<file path="config.mk">
export PLATFORM = sky130hd
export DESIGN_NAME = ibuffer_issue
export DESIGN_NICKNAME = d
export VERILOG_FILES = /design/src/rtl/ibuffer_issue_pkg.sv /design/src/rtl/ibuf_warp_fifo.sv /design/src/rtl/ibuffer_issue.sv
export SDC_FILE = /design/constraint.sdc
export NUM_CORES = 1
export LEC_CHECK = 0
export CAP_MARGIN = 20
export CORE_UTILIZATION = 23
export DETAILED_ROUTE_END_ITERATION = 10
export PLACE_DENSITY = 0.39
export SYNTH_ARGS = -nofsm -noshare
export SYNTH_HDL_FRONTEND = slang
export SYNTH_SLANG_ARGS = --single-unit
</file>
<file path="constraint.sdc">
create_clock -name clk -period 3.96 [get_ports clk]
set_input_delay 0.396 -clock clk [delete_from_list [all_inputs] [get_ports clk]]
set_output_delay 0.396 -clock clk [all_outputs]
set_load 0.03 [all_outputs]
</file>
<file path="src/rtl/ibuffer_issue_pkg.sv">
// Shared sizing and helper functions for the per-warp instruction buffer
// and anything that needs to decode warp grants (e.g. scheduler logging).
package ibuffer_issue_pkg;

    localparam int NUM_WARPS  = 8;
    localparam int WID_W      = 3;
    localparam int INSTR_W    = 32;
    localparam int IBUF_DEPTH = 2;

    function automatic int clog2(input int value);
        int r;
        r = 0;
        for (int i = 0; i < 31; i++) begin
            if (int'(32'd1 << i) < value) begin
                r = i + 1;
            end else begin
                r = r;
            end
        end
        return r;
    endfunction

    function automatic logic [WID_W-1:0] onehot_to_idx(input logic [NUM_WARPS-1:0] onehot);
        logic [WID_W-1:0] idx;
        idx = '0;
        for (int i = 0; i < NUM_WARPS; i++) begin
            if (onehot[i]) begin
                idx = idx | WID_W'(i);
            end else begin
                idx = idx;
            end
        end
        return idx;
    endfunction

endpackage

</file>
<file path="src/rtl/ibuf_warp_fifo.sv">
// Single-warp instruction FIFO; flush clears it and wins over push/pop.
// full is registered so a push is judged against last cycle's occupancy.
module ibuf_warp_fifo
    import ibuffer_issue_pkg::*;
#(
    parameter int DEPTH = 2,
    parameter int WIDTH = 32
) (
    input  logic                   clk,
    input  logic                   rst,
    input  logic                   push,
    input  logic                   pop,
    input  logic                   flush,
    input  logic [WIDTH-1:0]       din,
    output logic [WIDTH-1:0]       head,
    output logic [clog2(DEPTH):0]  count,
    output logic                   full
);

    localparam int PTR_W = clog2(DEPTH);
    localparam int CNT_W = PTR_W + 1;

    logic [WIDTH-1:0] mem [DEPTH];
    logic [PTR_W-1:0] rd_ptr;
    logic [PTR_W-1:0] wr_ptr;
    logic             push_ok;
    logic             pop_ok;
    logic [CNT_W-1:0] count_next;

    // Qualify push/pop and compute the next occupancy
    always_comb begin
        push_ok    = push & ~full & ~flush;
        pop_ok     = pop & (count != '0) & ~flush;
        count_next = count;
        if (flush) begin
            count_next = '0;
        end else begin
            case ({push_ok, pop_ok})
                2'b10:   count_next = count + CNT_W'(1);
                2'b01:   count_next = count - CNT_W'(1);
                default: count_next = count;
            endcase
        end
    end

    // Pointer, count and full-flag state
    always_ff @(posedge clk) begin
        if (rst) begin
            rd_ptr <= '0;
            wr_ptr <= '0;
            count  <= '0;
            full   <= 1'b0;
        end else begin
            count <= count_next;
            full  <= (count_next == CNT_W'(DEPTH));
            if (flush) begin
                rd_ptr <= '0;
                wr_ptr <= '0;
            end else begin
                if (push_ok) wr_ptr <= wr_ptr + PTR_W'(1);
                if (pop_ok)  rd_ptr <= rd_ptr + PTR_W'(1);
            end
        end
    end

    // Instruction storage; contents need no reset since count gates every read
    always_ff @(posedge clk) begin
        if (push_ok) begin
            mem[wr_ptr] <= din;
        end
    end

    assign head = mem[rd_ptr];

endmodule

</file>
<file path="src/rtl/ibuffer_issue.sv">
// Per-warp instruction buffers feeding the warp arbiter: builds the request
// vector, consumes the grant, pops the winner and registers it onto the issue bus.
module ibuffer_issue
    import ibuffer_issue_pkg::*;
#(
    parameter int DEPTH = IBUF_DEPTH
) (
    input  logic                 clk,
    input  logic                 rst,
    input  logic                 fetch_valid,
    input  logic [WID_W-1:0]     fetch_warp_id,
    input  logic [INSTR_W-1:0]   fetch_instr,
    output logic [NUM_WARPS-1:0] ibuf_full,
    input  logic [NUM_WARPS-1:0] warp_ready,
    input  logic                 exec_stall,
    input  logic [NUM_WARPS-1:0] flush,
    output logic [NUM_WARPS-1:0] req,
    input  logic [NUM_WARPS-1:0] grt,
    output logic                 issue_valid,
    output logic [WID_W-1:0]     issue_warp_id,
    output logic [INSTR_W-1:0]   issue_instr,
    output logic                 overflow_err
);

    localparam int CNT_W = clog2(DEPTH) + 1;

    logic [NUM_WARPS-1:0] push;
    logic [NUM_WARPS-1:0] not_empty;
    logic [NUM_WARPS-1:0] eff_grt;
    logic [NUM_WARPS-1:0] sel;
    logic [WID_W-1:0]     sel_idx;
    logic                 overflow_hit;
    logic [INSTR_W-1:0]   heads  [NUM_WARPS];
    logic [CNT_W-1:0]     counts [NUM_WARPS];

    genvar w;
    for (w = 0; w < NUM_WARPS; w++) begin : g_warp
        assign push[w]      = fetch_valid & (fetch_warp_id == WID_W'(w));
        assign not_empty[w] = (counts[w] != '0);

        ibuf_warp_fifo #(
            .DEPTH (DEPTH),
            .WIDTH (INSTR_W)
        ) u_fifo (
            .clk   (clk),
            .rst   (rst),
            .push  (push[w]),
            .pop   (sel[w]),
            .flush (flush[w]),
            .din   (fetch_instr),
            .head  (heads[w]),
            .count (counts[w]),
            .full  (ibuf_full[w])
        );
    end

    // Request masking and grant decode; grant bits outside req are ignored and
    // only the lowest surviving bit is honoured should grt ever be non-one-hot
    always_comb begin
        req          = not_empty & warp_ready & ~flush & {NUM_WARPS{~exec_stall}};
        eff_grt      = grt & req;
        sel          = eff_grt & (~eff_grt + NUM_WARPS'(1));
        sel_idx      = onehot_to_idx(sel);
        overflow_hit = fetch_valid & ibuf_full[fetch_warp_id] & ~flush[fetch_warp_id];
    end

    // Issue register and sticky overflow flag
    always_ff @(posedge clk) begin
        if (rst) begin
            issue_valid   <= 1'b0;
            issue_warp_id <= '0;
            issue_instr   <= '0;
            overflow_err  <= 1'b0;
        end else begin
            issue_valid  <= |sel;
            overflow_err <= overflow_err | overflow_hit;
            if (|sel) begin
                issue_warp_id <= sel_idx;
                issue_instr   <= heads[sel_idx];
            end else begin
                issue_warp_id <= issue_warp_id;
                issue_instr   <= issue_instr;
            end
        end
    end

endmodule

</file>
## Yosys cells after proc, flatten, opt, wreduce, memory -nomap -nowiden

Memory sizes are Yosys's and may differ from the RTL's. A register that Yosys moved wholly into a read port is not among the register bits.
Index checks and enable logic that the tools add are counted.

- Input bits: 63
- Memories kept: 8
- Output and inout port bits: 53
- Word-level logic and storage cells: 259
- Register bits: 77
- RAM bits: 512

Memories:

| memory | words | bits a word | read ports | clocked after Yosys merged registers in | wr ports | RTL line | text |
|---|---|---|---|---|---|---|---|
| g_warp[0].u_fifo.mem | 2 | 32 | 1 | 1 | 1 | ibuf_warp_fifo.sv:23 | `logic [WIDTH-1:0] mem [DEPTH];` |
| g_warp[1].u_fifo.mem | 2 | 32 | 1 | 1 | 1 | ibuf_warp_fifo.sv:23 |  |
| g_warp[2].u_fifo.mem | 2 | 32 | 1 | 1 | 1 | ibuf_warp_fifo.sv:23 |  |
| g_warp[3].u_fifo.mem | 2 | 32 | 1 | 1 | 1 | ibuf_warp_fifo.sv:23 |  |
| g_warp[4].u_fifo.mem | 2 | 32 | 1 | 1 | 1 | ibuf_warp_fifo.sv:23 |  |
| g_warp[5].u_fifo.mem | 2 | 32 | 1 | 1 | 1 | ibuf_warp_fifo.sv:23 |  |
| +2 memories | n/a | n/a | n/a | n/a | n/a | n/a |  |

- Magnitude comparators: 2
- Multiplexer cells: 62
- Reductions and logical operators: 18
- Eq/ne operators: 31
- $add $sub $neg: 33
- Bitwise operators: 69

Operator list:

| cell | count |
|---|---|
| 32-bit binary-select mux with 3-bit select | 1 |
| 32-bit two-way mux | 2 |
| 1-bit AND | 42 |
| 8-bit AND | 5 |
| 1-bit two-way mux | 35 |
| 2-bit equality test, second input constant | 16 |
| 2-bit one-hot mux with 2 select lines | 8 |
| 2-bit two-way mux | 10 |
| 1-bit inverter | 18 |
| 1-bit adder, second input constant | 16 |
| 2-bit by 1-bit adder with 2-bit output, second input constant | 8 |
| 2-bit by 1-bit equality test with 1-bit output, second input constant | 8 |
| 8-bit inverter | 2 |
| 2-bit nonzero test | 8 |
| 2-bit OR reduction | 8 |
| 2-bit by 1-bit subtractor with 2-bit output, second input constant | 8 |
| 3-bit equality test, second input constant | 4 |
| 3-bit two-way mux | 4 |
| 8-bit by 1-bit adder with 8-bit output, second input constant | 1 |
| 8-bit OR reduction | 1 |
| 1-bit binary-select mux with 3-bit select | 2 |
| 3-bit by 2-bit equality test with 1-bit output, second input constant | 2 |
| 4-bit greater-or-equal comparator, second input constant | 1 |
| 3-bit by 4-bit < comparator with 1-bit output, second input constant | 1 |
| other kinds (4) | 4 |

## Longest topological paths before layout

Gate-level depths: netlist of the first run.

- Depth in word-level cells: 19
- Depth in mapped cells: 14

## By module

Synthesis of the first run repeated with hierarchy kept, for this count alone.

- Cells, all modules: 1381
- Area total of the unflattened synthesis: 24029.3 µm²

Modules (own cells, without submodules):

| module | area an instance (µm²) | times used | cells each |
|---|---|---|---|
| ibuf_warp_fifo | 2575.0 | 8 | 131 |
| ibuffer_issue | 3429.5 | 1 | 333 |

## Worst setup path after synthesis of the first run

No wires, ideal clock.

- Path kind: input to register
- Start point: in fetch_warp_id[2]
- End point: mem g_warp[6].u_fifo.mem[0][0], enable pin
- Cell stages on the path: 5
- Arrival time: 2684 ps
- Library setup time: 421 ps
- Path buffers: 2
- Slack: 855 ps
- Required time: 3539 ps
- Path through: clkbuf_1 nand2_1 or4_1 clkbuf_1 nor2_1

- Cells in the longest elaborated chain, start to end: 6

RTL lines:

| element | RTL line | text |
|---|---|---|
| from (decl) | ibuffer_issue.sv:11 | `input logic [WID_W-1:0] fetch_warp_id,` |
| 3-bit equality test | ibuffer_issue.sv:38 | `assign push[w] = fetch_valid & (fetch_warp_id == WID_W'(w));` |
| 1-bit AND | ibuffer_issue.sv:38 |  |
| 1-bit AND (2 in series) | ibuf_warp_fifo.sv:32 | `push_ok = push & ~full & ~flush;` |
| 1-bit two-way mux | ibuf_warp_fifo.sv:68 | `if (push_ok) begin` |
| 1-bit two-way mux (implied by the code) | ibuf_warp_fifo.sv:69 | `mem[wr_ptr] <= din;` |
| to (decl) | ibuf_warp_fifo.sv:23 |  |

No other way between the ends.

## Worst setup path after layout of the first run

- Start point: in exec_stall
- End point: reg g_warp[7].u_fifo.full

- Cells in the longest elaborated chain, start to end: 12
- Elaborated cells on any way between the ends: 13

RTL lines:

| element | RTL line | text |
|---|---|---|
| from (decl) | ibuffer_issue.sv:15 | `input logic exec_stall,` |
| 1-bit inverter (*) | ibuffer_issue.sv:60 | `req = not_empty & warp_ready & ~flush & {NUM_WARPS{~exec_stall}};` |
| 8-bit AND (*) | ibuffer_issue.sv:60 |  |
| 8-bit AND (*) | ibuffer_issue.sv:61 | `eff_grt = grt & req;` |
| 8-bit inverter | ibuffer_issue.sv:62 | `sel = eff_grt & (~eff_grt + NUM_WARPS'(1));` |
| 8-bit by 1-bit adder with 8-bit output | ibuffer_issue.sv:62 |  |
| 8-bit AND (*) | ibuffer_issue.sv:62 |  |
| 1-bit AND (*) (2 in series) | ibuf_warp_fifo.sv:33 | `pop_ok = pop & (count != '0) & ~flush;` |
| via g_warp[7].u_fifo.pop_ok | ibuf_warp_fifo.sv:27 | `logic pop_ok;` |
| 2-bit by 1-bit equality test with 1-bit output or 2-bit equality test (tied branches) | ibuf_warp_fifo.sv:38 | `case ({push_ok, pop_ok})` |
| 2-bit one-hot mux with 2 select lines (*) | ibuf_warp_fifo.sv:38 |  |
| 2-bit two-way mux (*) | ibuf_warp_fifo.sv:35 | `if (flush) begin` |
| 2-bit equality test (*) | ibuf_warp_fifo.sv:55 | `full <= (count_next == CNT_W'(DEPTH));` |
| to (signal assigned) | ibuf_warp_fifo.sv:55 |  |
| to (decl) | ibuf_warp_fifo.sv:17 | `output logic full` |

Mark *: on every way through the listed nets, which the timed path passes. The rest lies on a longest branch.
A chain may end at the register's enable or synchronous reset.

==> key figures, run 1 <==
Floorplanning
  • Standard-cell rows: 117
  • Die Span Y: 323.8 um
  • I/O pin count: 116
  • Die outline width: 323.8 um
  • Initial standard-cell utilization of the core: 0.2331
  • Floorplan core area: 102200 um^2
  • Die Outline Area: 104900 um^2

Critical path
  • Endpoint required time on the critical path: 4440 ps
  • Kind of start point of the critical path: input port
  • Critical path start-end classification: input port to flop
  • Cell Chain, Critical Path: clkdlybuf4s50_1 -> buf_4 -> nor4_1 -> nor2_1 -> nand2b_1 -> nor2_1 -> ha_1 -> nor2_1 -> xnor2_1 -> nor3_1 -> and2_1
  • Largest stage delay on the critical path: 780 ps
  • Most common cell on crit path: sky130_fd_sc_hd__nor2_1
  • Worst Setup End Kind: flop
  • Reg-to-reg slack, setup: 960 ps
  • CP max-delay cell: sky130_fd_sc_hd__nor4_1
  • Worst Path Arrival: 3640 ps
  • Peak fanout along the critical path: 10

Yosys
  • Post-synth design cell area: 23820 um^2
  • Post-Synthesis Cells: 1491
  • Count of distinct cell types in the synthesized netlist: 46
  • Mean instance size in the synthesized netlist: 15.98 um^2
  • Most used flip-flop cell after synthesis: sky130_fd_sc_hd__edfxtp_1
  • Share of flip-flops with an asynchronous set or reset: 0
  • Number of enable-type register cells in the synthesized netlist: 512
  • YS warnings: 0
  • Fraction of the yosys area taken by sequential cells: 0.7168
  • Post-synthesis register bit count: 597
  • Post-synth net total: 1562

STA
  • Clock Skew: 21.57 ps
  • Final setup violation count: 0
  • Final period utilization: 0.7983
  • Max Clk Rate: 0.3163 GHz
  • Rel. slew slack: 0.2814
  • Post-route minimum period: 3161 ps
  • Number of pins exceeding their max-slew limit in the final report: 0
  • RSZ-0062 raised after global routing: no
  • Number of failing hold endpoints at the final stage: 0
  • Tightest Pin Transition: 1078 ps
  • Aggregate negative setup slack: 0 ps
  • Slack of the critical path: 798.6 ps

Pwr
  • Leakage power total: 9.296 nW
  • Cell Int Power: 11.07 mW
  • Net Sw Power: 2.727 mW
  • Sw Ratio: 0.1976
  • Power density relative to cell area: 469.2 nW/um^2
  • Clock power frac: 0.481
  • Fraction of power consumed by combinational cells: 0.021
  • Sequential share of power: 0.498
  • Design Power: 13.80 mW
  • Highest ir drop seen on vdd: 267.0 uV

Final layout
  • Area overhead of the layout relative to synthesis: 23.42%
  • Layout cell share with drive strength beyond 1: 0.1232
  • Final-stage net count: 1711
  • Antenna diode count: 0
  • Number of inserted filler cells in the final layout: 10.29k
  • Finished layout cell area: 29400 um^2

Clock tree
  • Post-cts hold buffer count: 0
  • Number of resized instances in the post-cts repair step: 0
  • Setup repair bufs after CTS: 0
  • Buffer type at the clock tree root: sky130_fd_sc_hd__clkbuf_16
  • Number of buffers on the longest clock path: 3
  • H-tree levels: 3
  • Inserted Clock Buffers: 70
  • Clock transition at the registers of the reported paths: 50 ps
  • Clock sink count: 597
  • Clk Latency, worst-skew pair: 600 ps
  • Clock tree from TritonCTS: built

Global route
  • Antenna violations before repair: 2
  • First-pass GRT wire length: 97.92 mm
  • Grt ovf: 0
  • Overall fraction of global-route tracks in use: 0.1312
  • Pin count of the biggest net entering global routing: 52
  • Number of global-route vias before repair: 13.55k

Route
  • Antenna violation net count after detailed routing: 0
  • Average vias per placed instance: 4.221
  • Overall via count from detail_route: 12.94k
  • Starting DRC count in detailed routing: 710
  • DR DRC count: 0
  • Initial DRT Pass Iterations: 5
  • Total wire length: 68.51 mm
  • Routed wire length per instance: 22.35 um

Run
  • Reported max-cap violation count: 0

Placement
  • Port bufs: 115
  • GPL Wtd Cong: 0.7453
  • HPWL after DPL: 40.17 mm
  • Post-Place Setup Slack: 187.4 ps
  • Post-detailed-placement cell area: 27000 um^2

Hold path
  • Min-Delay Path Class: input port to flop

Run status
  • Outcome: complete, no violations
-- power groups by stage --
stage	clock, mW	sequential (mW)	combinational [mW]
after global routing	7.06	6.87	0.323
after floorplan	0	7.00	0.0902
after global placement	0	7.00	0.296
after CTS	6.84	6.87	0.303
final	6.63	6.87	0.294
after detailed placement	0	7.00	0.301
-- per-layer routing --
metal,GRT usage,wire length (um),part of all wire
met5,0,23,0.00034
met4,0.03553,1221,0.018
met3,0.02279,2475,0.036
met2,0.2292,34270,0.50
met1,0.1658,30520,0.45
-- cell families after synthesis --
family,after synthesis,share of synthesized area
simple gates,287,0.05856
mux,343,0.1446
xor+xnor,39,0.01434
flops,597,0.7168
buf+inv,105,0.02153
compound gates,112,0.03997
fa+ha+maj,8,0.004202
-- state kept, by name, indices dropped and copies added, names as in the netlist, named ones only --
| name | count |
|---|---|
| g_warp.u_fifo.count | 16 |
| g_warp.u_fifo.full | 8 |
| g_warp.u_fifo.mem | 512 |
| g_warp.u_fifo.rd_ptr | 8 |
| g_warp.u_fifo.wr_ptr | 8 |
| issue_instr | 32 |
| issue_valid | 1 |
| issue_warp_id | 3 |
| overflow_err | 1 |
-- through the flow --
step	util	cells	hold slack [ps]
after global routing	0.2878	3065	323.5
after floorplan	-	1491	494.9
final	0.2878	3065	316.3
after detailed placement	0.2643	2936	504.3
after CTS	0.2878	3065	294.1
after global placement	0.2643	2936	485.3
-- worst max-delay path, delay by kind of cell --
| kind | cells | cell delay, ps |
|---|---|---|
| adders and majority gates | 1 | 340 |
| and+or+nand+nor | 7 | 1920 |
| xor gates and xnor gates | 1 | 130 |
| buffers and inverters | 2 | 830 |
-- Yosys cell counts, types with 3 or more instances --
master / instances / area [um^2]
sky130_fd_sc_hd__and2_1: 8 / 50.05
sky130_fd_sc_hd__a221o_1: 9 / 90.09
sky130_fd_sc_hd__a221oi_1: 11 / 96.34
sky130_fd_sc_hd__clkbuf_1: 53 / 198.9
sky130_fd_sc_hd__xor2_1: 8 / 70.07
sky130_fd_sc_hd__buf_4: 18 / 135.1
sky130_fd_sc_hd__dfxtp_1: 85 / 1702
sky130_fd_sc_hd__nand2b_1: 9 / 56.30
sky130_fd_sc_hd__a211oi_1: 4 / 30.03
sky130_fd_sc_hd__mux2_1: 5 / 56.30
sky130_fd_sc_hd__nor3_1: 51 / 255.2
sky130_fd_sc_hd__nor2b_1: 15 / 93.84
sky130_fd_sc_hd__mux2i_1: 334 / 3343
sky130_fd_sc_hd__inv_1: 10 / 37.54
sky130_fd_sc_hd__or4_1: 7 / 52.55
sky130_fd_sc_hd__edfxtp_1: 512 / 15370
sky130_fd_sc_hd__o21ai_0: 3 / 15.01
sky130_fd_sc_hd__a21oi_1: 15 / 75.07
sky130_fd_sc_hd__mux2_2: 4 / 45.04
sky130_fd_sc_hd__xnor2_1: 31 / 271.5
sky130_fd_sc_hd__buf_2: 11 / 55.05
sky130_fd_sc_hd__nand2_1: 100 / 375.4
sky130_fd_sc_hd__buf_6: 5 / 56.30
sky130_fd_sc_hd__a21o_1: 11 / 82.58
sky130_fd_sc_hd__a32oi_1: 24 / 210.2
sky130_fd_sc_hd__nand3_1: 25 / 125.1
sky130_fd_sc_hd__o221ai_1: 23 / 201.4
sky130_fd_sc_hd__nor4_1: 4 / 25.02
sky130_fd_sc_hd__nor4b_1: 6 / 52.55
sky130_fd_sc_hd__nor2_1: 50 / 187.7
sky130_fd_sc_hd__ha_1: 8 / 100.1
sky130_fd_sc_hd__a211oi_2: 8 / 100.1
sky130_fd_sc_hd__buf_1: 8 / 30.03
-- final timing paths --
path	to	cells after the start	startpoint
hold reg to reg	overflow_err	2	overflow_err
setup / recovery	g_warp[7].u_fifo.full	11	exec_stall
setup reg to reg	g_warp[7].u_fifo.full	10	g_warp[4].u_fifo.count[0]
hold / removal	issue_warp_id[0]	2	rst
-- cell usage in the layout, fill, tap and decap left out, drive strengths merged, types with 2 or more instances in the layout --
cell	count
a21oi	15
edfxtp	512
and2	8
nor2	52
or4	7
mux2	9
a221o	9
buf	58
nor3b	2
clkinv	16
nor4	4
xnor2	31
a21o	11
a211oi	12
nor4b	8
clkdlybuf4s50	114
dfxtp	85
o21ai	3
nand2	100
nor4bb	2
nand3	25
mux2i	334
ha	8
inv	10
a32oi	24
xor2	8
nand2b	10
clkbuf	106
nor3	52
bufinv	7
a221oi	11
nor2b	15
o221ai	23
-- final cells by class --
class	count	area, um^2	area share
clock buffers	106	2093	0.07119
clock inverters	23	305.3	0.01038
inverters	10	37.54	0.001277
multi-input cells	789	6380	0.2170
flip-flops and latches	597	17090	0.5811
well taps	1368	1712	0.05821
repair buffers	172	1789	0.06085
(Power assumes the default switching activity.)
==> run 2: changes to the inputs <==
clock period = 3 ns   (was 3.96 ns; I/O delays follow)
==> run 2 against run 1 <==
  * Via count increased by 2.7%
  * Largest cell class unchanged
  * Sequential share of layout area down 0.94 points
  * Critical path depth unchanged
  * Die area unchanged
  * Power grew 27%
  * Clock skew up 4.3 ps
  * Wire length is 2.9% lower
  * First-iteration DRC count increased by 6.6%
  * Count of clock-buffer cells in the layout fell by 8
  * Global-route usage decreased by 0.27 points
==> key figures, run 2 (synthesis results as in run 1) <==
Final layout
  • Most frequent standard cell in the layout excluding fill and tap cells: sky130_fd_sc_hd__edfxtp_1
  • Antenna diode count: 0
  • Commonest non-fill, non-tap cells in the layout: sky130_fd_sc_hd__edfxtp_1 (512), sky130_fd_sc_hd__mux2i_1 (333), sky130_fd_sc_hd__clkdlybuf4s50_1 (114)
  • Number of inserted filler cells in the final layout: 10.31k
  • Max FFs per register: 512
  • Largest registers: g_warp.u_fifo.mem (512), issue_instr (32), g_warp.u_fifo.count (16)
  • Utilization of the core after routing: 0.2925
  • Layout cell share with drive strength beyond 1: 0.1530
  • Final-stage net count: 1775
  • Non-filler cells, final: 3126
  • Area of the multi-input gates: 6386 um^2
  • Combined flip-flop and latch cell area: 17090 um^2
  • Area overhead of the layout relative to synthesis: 25.46%
  • Most flops, register: g_warp.u_fifo.mem

Critical path
  • Endpoint required time on the critical path: 3460 ps
  • Endpoint of the worst register-to-register path: issue_instr[0]
  • Cell Chain, Critical Path: nor2_2 -> nor4b_1 -> buf_4 -> or4_1 -> buf_4 -> o32ai_4 -> buf_12 -> buf_4 -> buf_4 -> mux2i_1 -> o221ai_1
  • Kind of start point of the critical path: flop
  • Cell depth of the worst flop-to-flop path: 11
  • Reg-to-reg slack, setup: 200 ps
  • Peak fanout along the critical path: 12
  • Worst Setup End Kind: flop
  • Critical path start-end classification: flop to flop
  • Source of the critical timing path: g_warp[3].u_fifo.count[0]
  • Crit path capture: issue_instr[0]
  • Largest stage delay on the critical path: 460 ps
  • Most common cell on crit path: sky130_fd_sc_hd__buf_4
  • Startpoint of the most critical register-to-register path: g_warp[3].u_fifo.count[0]
  • CP max-delay cell: sky130_fd_sc_hd__or4_1
  • Worst Path Arrival: 3260 ps

Global route
  • Pin count of the biggest net entering global routing: 44
  • Met3 usage in global routing: 0.02129
  • First-pass GRT wire length: 96.87 mm
  • Grt peak-use layer: met2
  • Met2 usage: 0.2149
  • Grt ovf: 0
  • Number of global-route vias before repair: 14.10k
  • Overall fraction of global-route tracks in use: 0.1285
  • Antenna violations before repair: 1
  • GR Layer Usage met1: 0.1690

STA
  • Max Clk Rate: 0.3568 GHz
  • Slack of the critical path: 197.0 ps
  • Post-route minimum period: 2803 ps
  • Final period utilization: 0.9343
  • Final setup violation count: 0
  • Number of failing hold endpoints at the final stage: 0
  • Rel. slew slack: 0.3968
  • Tightest Pin Transition: 904.9 ps
  • Number of pins exceeding their max-slew limit in the final report: 0
  • RSZ-0062 raised after global routing: no
  • Clock Skew: 25.92 ps

Hold path
  • Min-Delay Path Class: input port to flop

Floorplanning
  • Floorplan core area: 102200 um^2
  • Die Span Y: 323.8 um
  • Die Outline Area: 104900 um^2
  • Initial standard-cell utilization of the core: 0.2331
  • Die outline width: 323.8 um
  • Standard-cell rows: 117
  • I/O pin count: 116

Placement
  • Post-Place Setup Slack: -423.7 ps
  • GPL Wtd Cong: 0.7421
  • HPWL after DPL: 40.77 mm
  • Port bufs: 115
  • Post-placement cell count: 2997

Run status
  • Outcome: complete, no violations

Pwr
  • Highest ir drop seen on vdd: 364.0 uV
  • Power density relative to cell area: 584.9 nW/um^2
  • Leakage power total: 9.546 nW

Run
  • Reported max-cap violation count: 0

Clock tree
  • Clock transition at the registers of the reported paths: 60 ps
  • H-tree levels: 3
  • Number of buffers on the longest clock path: 3
  • Buffer type at the clock tree root: sky130_fd_sc_hd__clkbuf_16
  • Clk Latency, worst-skew pair: 610 ps
  • Post-cts hold buffer count: 0
  • Clock tree from TritonCTS: built
  • Clock sink count: 597
  • Inserted Clock Buffers: 69

Route
  • Overall via count from detail_route: 13.29k
  • Antenna violation net count after detailed routing: 0
  • Starting DRC count in detailed routing: 757
  • Total wire length: 66.54 mm
  • Routed wire length per instance: 21.28 um
  • Average vias per placed instance: 4.251
  • Initial DRT Pass Iterations: 5
  • DR DRC count: 0
## run 2: final cells by class
type / count / share of cell area
Sequential cell: 597 / 0.5717
Multi-Input combinational cell: 789 / 0.2137
Timing Repair Buffer: 237 / 0.08415
Clock buffer: 98 / 0.06522
Tap cell: 1368 / 0.05727
Clock inverter: 27 / 0.006740
Inverter: 10 / 0.001256
## run 2: critical path: cells and delay by family, from the launching register on
family,cells,cell delay (ps)
AOI/OAI and AO/OA,2,510
buffers and inverters,5,850
DFF,1,340
muxes,1,240
and+or+nand+nor,3,680
## run 2: worst min path at each step
stage	slack, ps	cells past startpoint	to	start
after floorplan	400	0	g_warp[0].u_fifo.mem[0][0]	fetch_instr[0]
after global placement	490	2	overflow_err	overflow_err
after detailed placement	490	2	overflow_err	overflow_err
after CTS	20	2	issue_valid	rst
after global routing	60	2	issue_warp_id[0]	rst
final	60	2	issue_valid	rst
## run 2: power breakdown
| part | internal [mW] | switching [mW] |
|---|---|---|
| Sequential | 9.06 | 0.0132 |
| Clock | 4.70 | 3.31 |
| Combinational | 0.147 | 0.253 |
## run 2: routing by layer
layer  up-vias  part of all wire
met1      6789              0.46
met5         -           0.00020
met3        98             0.035
met2       225              0.48
li1       6174                 -
met4         2             0.025
## run 2: metrics by stage
stage / cell area (um^2) / hold WS (ps) / power [mW] / TNS, ps
3_5_place_dp: 27700 / 487.5 / 9.654 / -12330
4_1_cts: 29850 / 20.47 / 17.79 / 0
5_1_grt: 29890 / 57.59 / 18.10 / 0
2_1_floorplan: 23820 / 398.9 / 9.364 / -1584
3_3_place_gp: 27700 / 488.6 / 9.645 / -10920
6_report: 29890 / 63.91 / 17.48 / 0
## run 2: what timing repair did
action                                  4_1_cts  5_1_grt
resized for setup                             0        2
setup buffers                                 0        4
endpoints found under the setup margin        0        9
endpoints found under the hold margin         0        0
==> run 3: changes to the inputs <==
CORE_ASPECT_RATIO = 1.75   (was unset)
==> run 3 against run 2 <==
  * Combinational power rose by 4%
  * Hold slack gained 46 ps
  * Sequential power about the same
  * Cell area decreased by 1.0%
  * Clock power shrank 12%
  * Maximum frequency fell by 0.32%
  * Count of clock-buffer cells in the layout fell by 17
  * Critical path depth is 2 lower
  * Worst setup slack worse by 9.0 ps
  * Clock skew down 7.0 ps
  * Critical endpoint is now issue_instr[24]
==> key figures, run 3 (synthesis results as in run 1) <==
Final layout
  • Non-filler cells, final: 3083
  • Utilization of the core after routing: 0.2889
  • Combined flip-flop and latch cell area: 17090 um^2
  • Number of inserted filler cells in the final layout: 10.22k
  • Largest registers: g_warp.u_fifo.mem (512), issue_instr (32), g_warp.u_fifo.count (16)
  • Layout cell share with drive strength beyond 1: 0.1515
  • Commonest non-fill, non-tap cells in the layout: sky130_fd_sc_hd__edfxtp_1 (512), sky130_fd_sc_hd__mux2i_1 (334), sky130_fd_sc_hd__clkdlybuf4s50_1 (114)
  • Area of the multi-input gates: 6394 um^2
  • Final-stage net count: 1772
  • Finished layout cell area: 29590 um^2
  • Most flops, register: g_warp.u_fifo.mem
  • Antenna diode count: 0
  • Area overhead of the layout relative to synthesis: 24.20%
  • Max FFs per register: 512
  • Most frequent standard cell in the layout excluding fill and tap cells: sky130_fd_sc_hd__edfxtp_1

Route
  • Total wire length: 69.22 mm
  • Starting DRC count in detailed routing: 759
  • Routed wire length per instance: 22.45 um
  • DR DRC count: 0
  • Overall via count from detail_route: 13.29k
  • Antenna violation net count after detailed routing: 0
  • Average vias per placed instance: 4.311
  • Initial DRT Pass Iterations: 5

Clock tree
  • Clk Latency, worst-skew pair: 640 ps
  • Setup repair bufs after CTS: 0
  • H-tree levels: 2
  • Number of buffers on the longest clock path: 3
  • Clock sink count: 597
  • Clock tree from TritonCTS: built
  • Inserted Clock Buffers: 56
  • Clock transition at the registers of the reported paths: 70 ps
  • Post-cts hold buffer count: 0
  • Buffer type at the clock tree root: sky130_fd_sc_hd__clkbuf_16

Placement
  • HPWL after DPL: 43.34 mm
  • Post-placement cell count: 2977
  • Port bufs: 115
  • Post-Place Setup Slack: -460.0 ps
  • Post-detailed-placement cell area: 27790 um^2
  • GPL Wtd Cong: 0.7455

Floorplanning
  • Standard-cell rows: 155
  • Die outline width: 245.3 um
  • Floorplan core area: 102400 um^2
  • Initial standard-cell utilization of the core: 0.2326
  • I/O pin count: 116
  • Die Outline Area: 104900 um^2
  • Die Span Y: 427.7 um

STA
  • Final period utilization: 0.9373
  • RSZ-0062 raised after global routing: no
  • Number of failing hold endpoints at the final stage: 0
  • Final Hold Slack: 110.0 ps
  • Number of pins exceeding their max-slew limit in the final report: 0
  • Max Clk Rate: 0.3556 GHz
  • Final setup violation count: 0
  • Slack of the critical path: 188.0 ps
  • Tightest Pin Transition: 1024 ps
  • Post-route minimum period: 2812 ps
  • Rel. slew slack: 0.3137
  • Clock Skew: 18.91 ps
  • Aggregate negative setup slack: 0 ps

Pwr
  • Leakage power total: 9.427 nW
  • Design Power: 16.54 mW
  • Power density relative to cell area: 559.0 nW/um^2
  • Highest ir drop seen on vdd: 438.2 uV

Critical path
  • Startpoint of the most critical register-to-register path: g_warp[3].u_fifo.count[0]
  • Cell depth of the worst flop-to-flop path: 9
  • Critical path start-end classification: flop to flop
  • Worst Setup End Kind: flop
  • Worst Path Arrival: 3310 ps
  • Reg-to-reg slack, setup: 190 ps
  • Peak fanout along the critical path: 22
  • Kind of start point of the critical path: flop
  • Endpoint of the worst register-to-register path: issue_instr[24]
  • Endpoint required time on the critical path: 3500 ps

Global route
  • Pin count of the biggest net entering global routing: 41
  • First-pass GRT wire length: 99.30 mm
  • Overall fraction of global-route tracks in use: 0.1322
  • Grt ovf: 0
  • Number of global-route vias before repair: 14.00k
  • Antenna violations before repair: 1

Hold path
  • Endpoint, Worst Hold: g_warp[1].u_fifo.rd_ptr
  • Cell count of the worst hold path: 2
  • Hold path startpoint: rst
  • Min-Delay Path Class: input port to flop

Run
  • Reported max-cap violation count: 0

Run status
  • Outcome: complete, no violations
run 3: cell types whose count changed in the layout (fill, tap and decap cells not counted), moves of 2 or more:
cell | before | now
sky130_fd_sc_hd__clkinv_1 | 9 | 3
sky130_fd_sc_hd__inv_6 | 3 | 1
sky130_fd_sc_hd__clkbuf_16 | 72 | 56
sky130_fd_sc_hd__buf_12 | 36 | 38
sky130_fd_sc_hd__clkbuf_8 | 5 | 3
sky130_fd_sc_hd__bufinv_16 | 2 | 4
sky130_fd_sc_hd__buf_4 | 87 | 95
sky130_fd_sc_hd__nor2_2 | 3 | 1
run 3: repair_timing:
action | 4_1_cts | 5_1_grt
endpoints found under the hold margin | 0 | 0
resized for setup | 0 | 3
setup endpoints to repair | 0 | 16
run 3: worst max-delay path, cell delays in order, from the launching register on:
cell	delay [ps]
sky130_fd_sc_hd__dfxtp_1	340
sky130_fd_sc_hd__nor2_1	200
sky130_fd_sc_hd__nor4b_1	120
sky130_fd_sc_hd__or4_4	560
sky130_fd_sc_hd__o32ai_4	310
sky130_fd_sc_hd__buf_12	260
sky130_fd_sc_hd__buf_12	170
sky130_fd_sc_hd__mux2i_1	400
sky130_fd_sc_hd__buf_4	180
sky130_fd_sc_hd__o221ai_1	100
run 3: how the worst max path moves through the flow:
stage | start | end
after floorplan | fetch_warp_id[2] | g_warp[6].u_fifo.mem[0][0]
after global placement | exec_stall | issue_instr[24]
after detailed placement | exec_stall | g_warp[5].u_fifo.full
after CTS | g_warp[3].u_fifo.count[0] | g_warp[5].u_fifo.full
after global routing | g_warp[3].u_fifo.count[0] | issue_instr[24]
final | g_warp[3].u_fifo.count[0] | issue_instr[24]
run 3: routing by layer:
metal / share of wire / global-route usage / up-vias / wire length (um)
li1: - / - / 6135 / -
met1: 0.40 / 0.1489 / 6775 / 27380
met2: 0.54 / 0.2485 / 278 / 37080
met3: 0.037 / 0.01946 / 101 / 2534
met4: 0.032 / 0.04854 / 2 / 2208
met5: 0.00017 / 0 / - / 12
run 3: power breakdown:
group	switching, mW	internal, mW	leakage [nW]
combinational	0.264	0.152	3.26
sequential	0.0133	9.05	5.30
clock	3.16	3.90	0.868
total	3.44	13.1	9.43
run 3: final cells by class:
class,count,share of cell area
Clock inverter,25,0.008796
Timing Repair Buffer,247,0.08838
Inverter,10,0.001269
Clock buffer,81,0.05155
Multi-Input combinational cell,789,0.2161
Sequential cell,597,0.5775
Tap cell,1334,0.05641
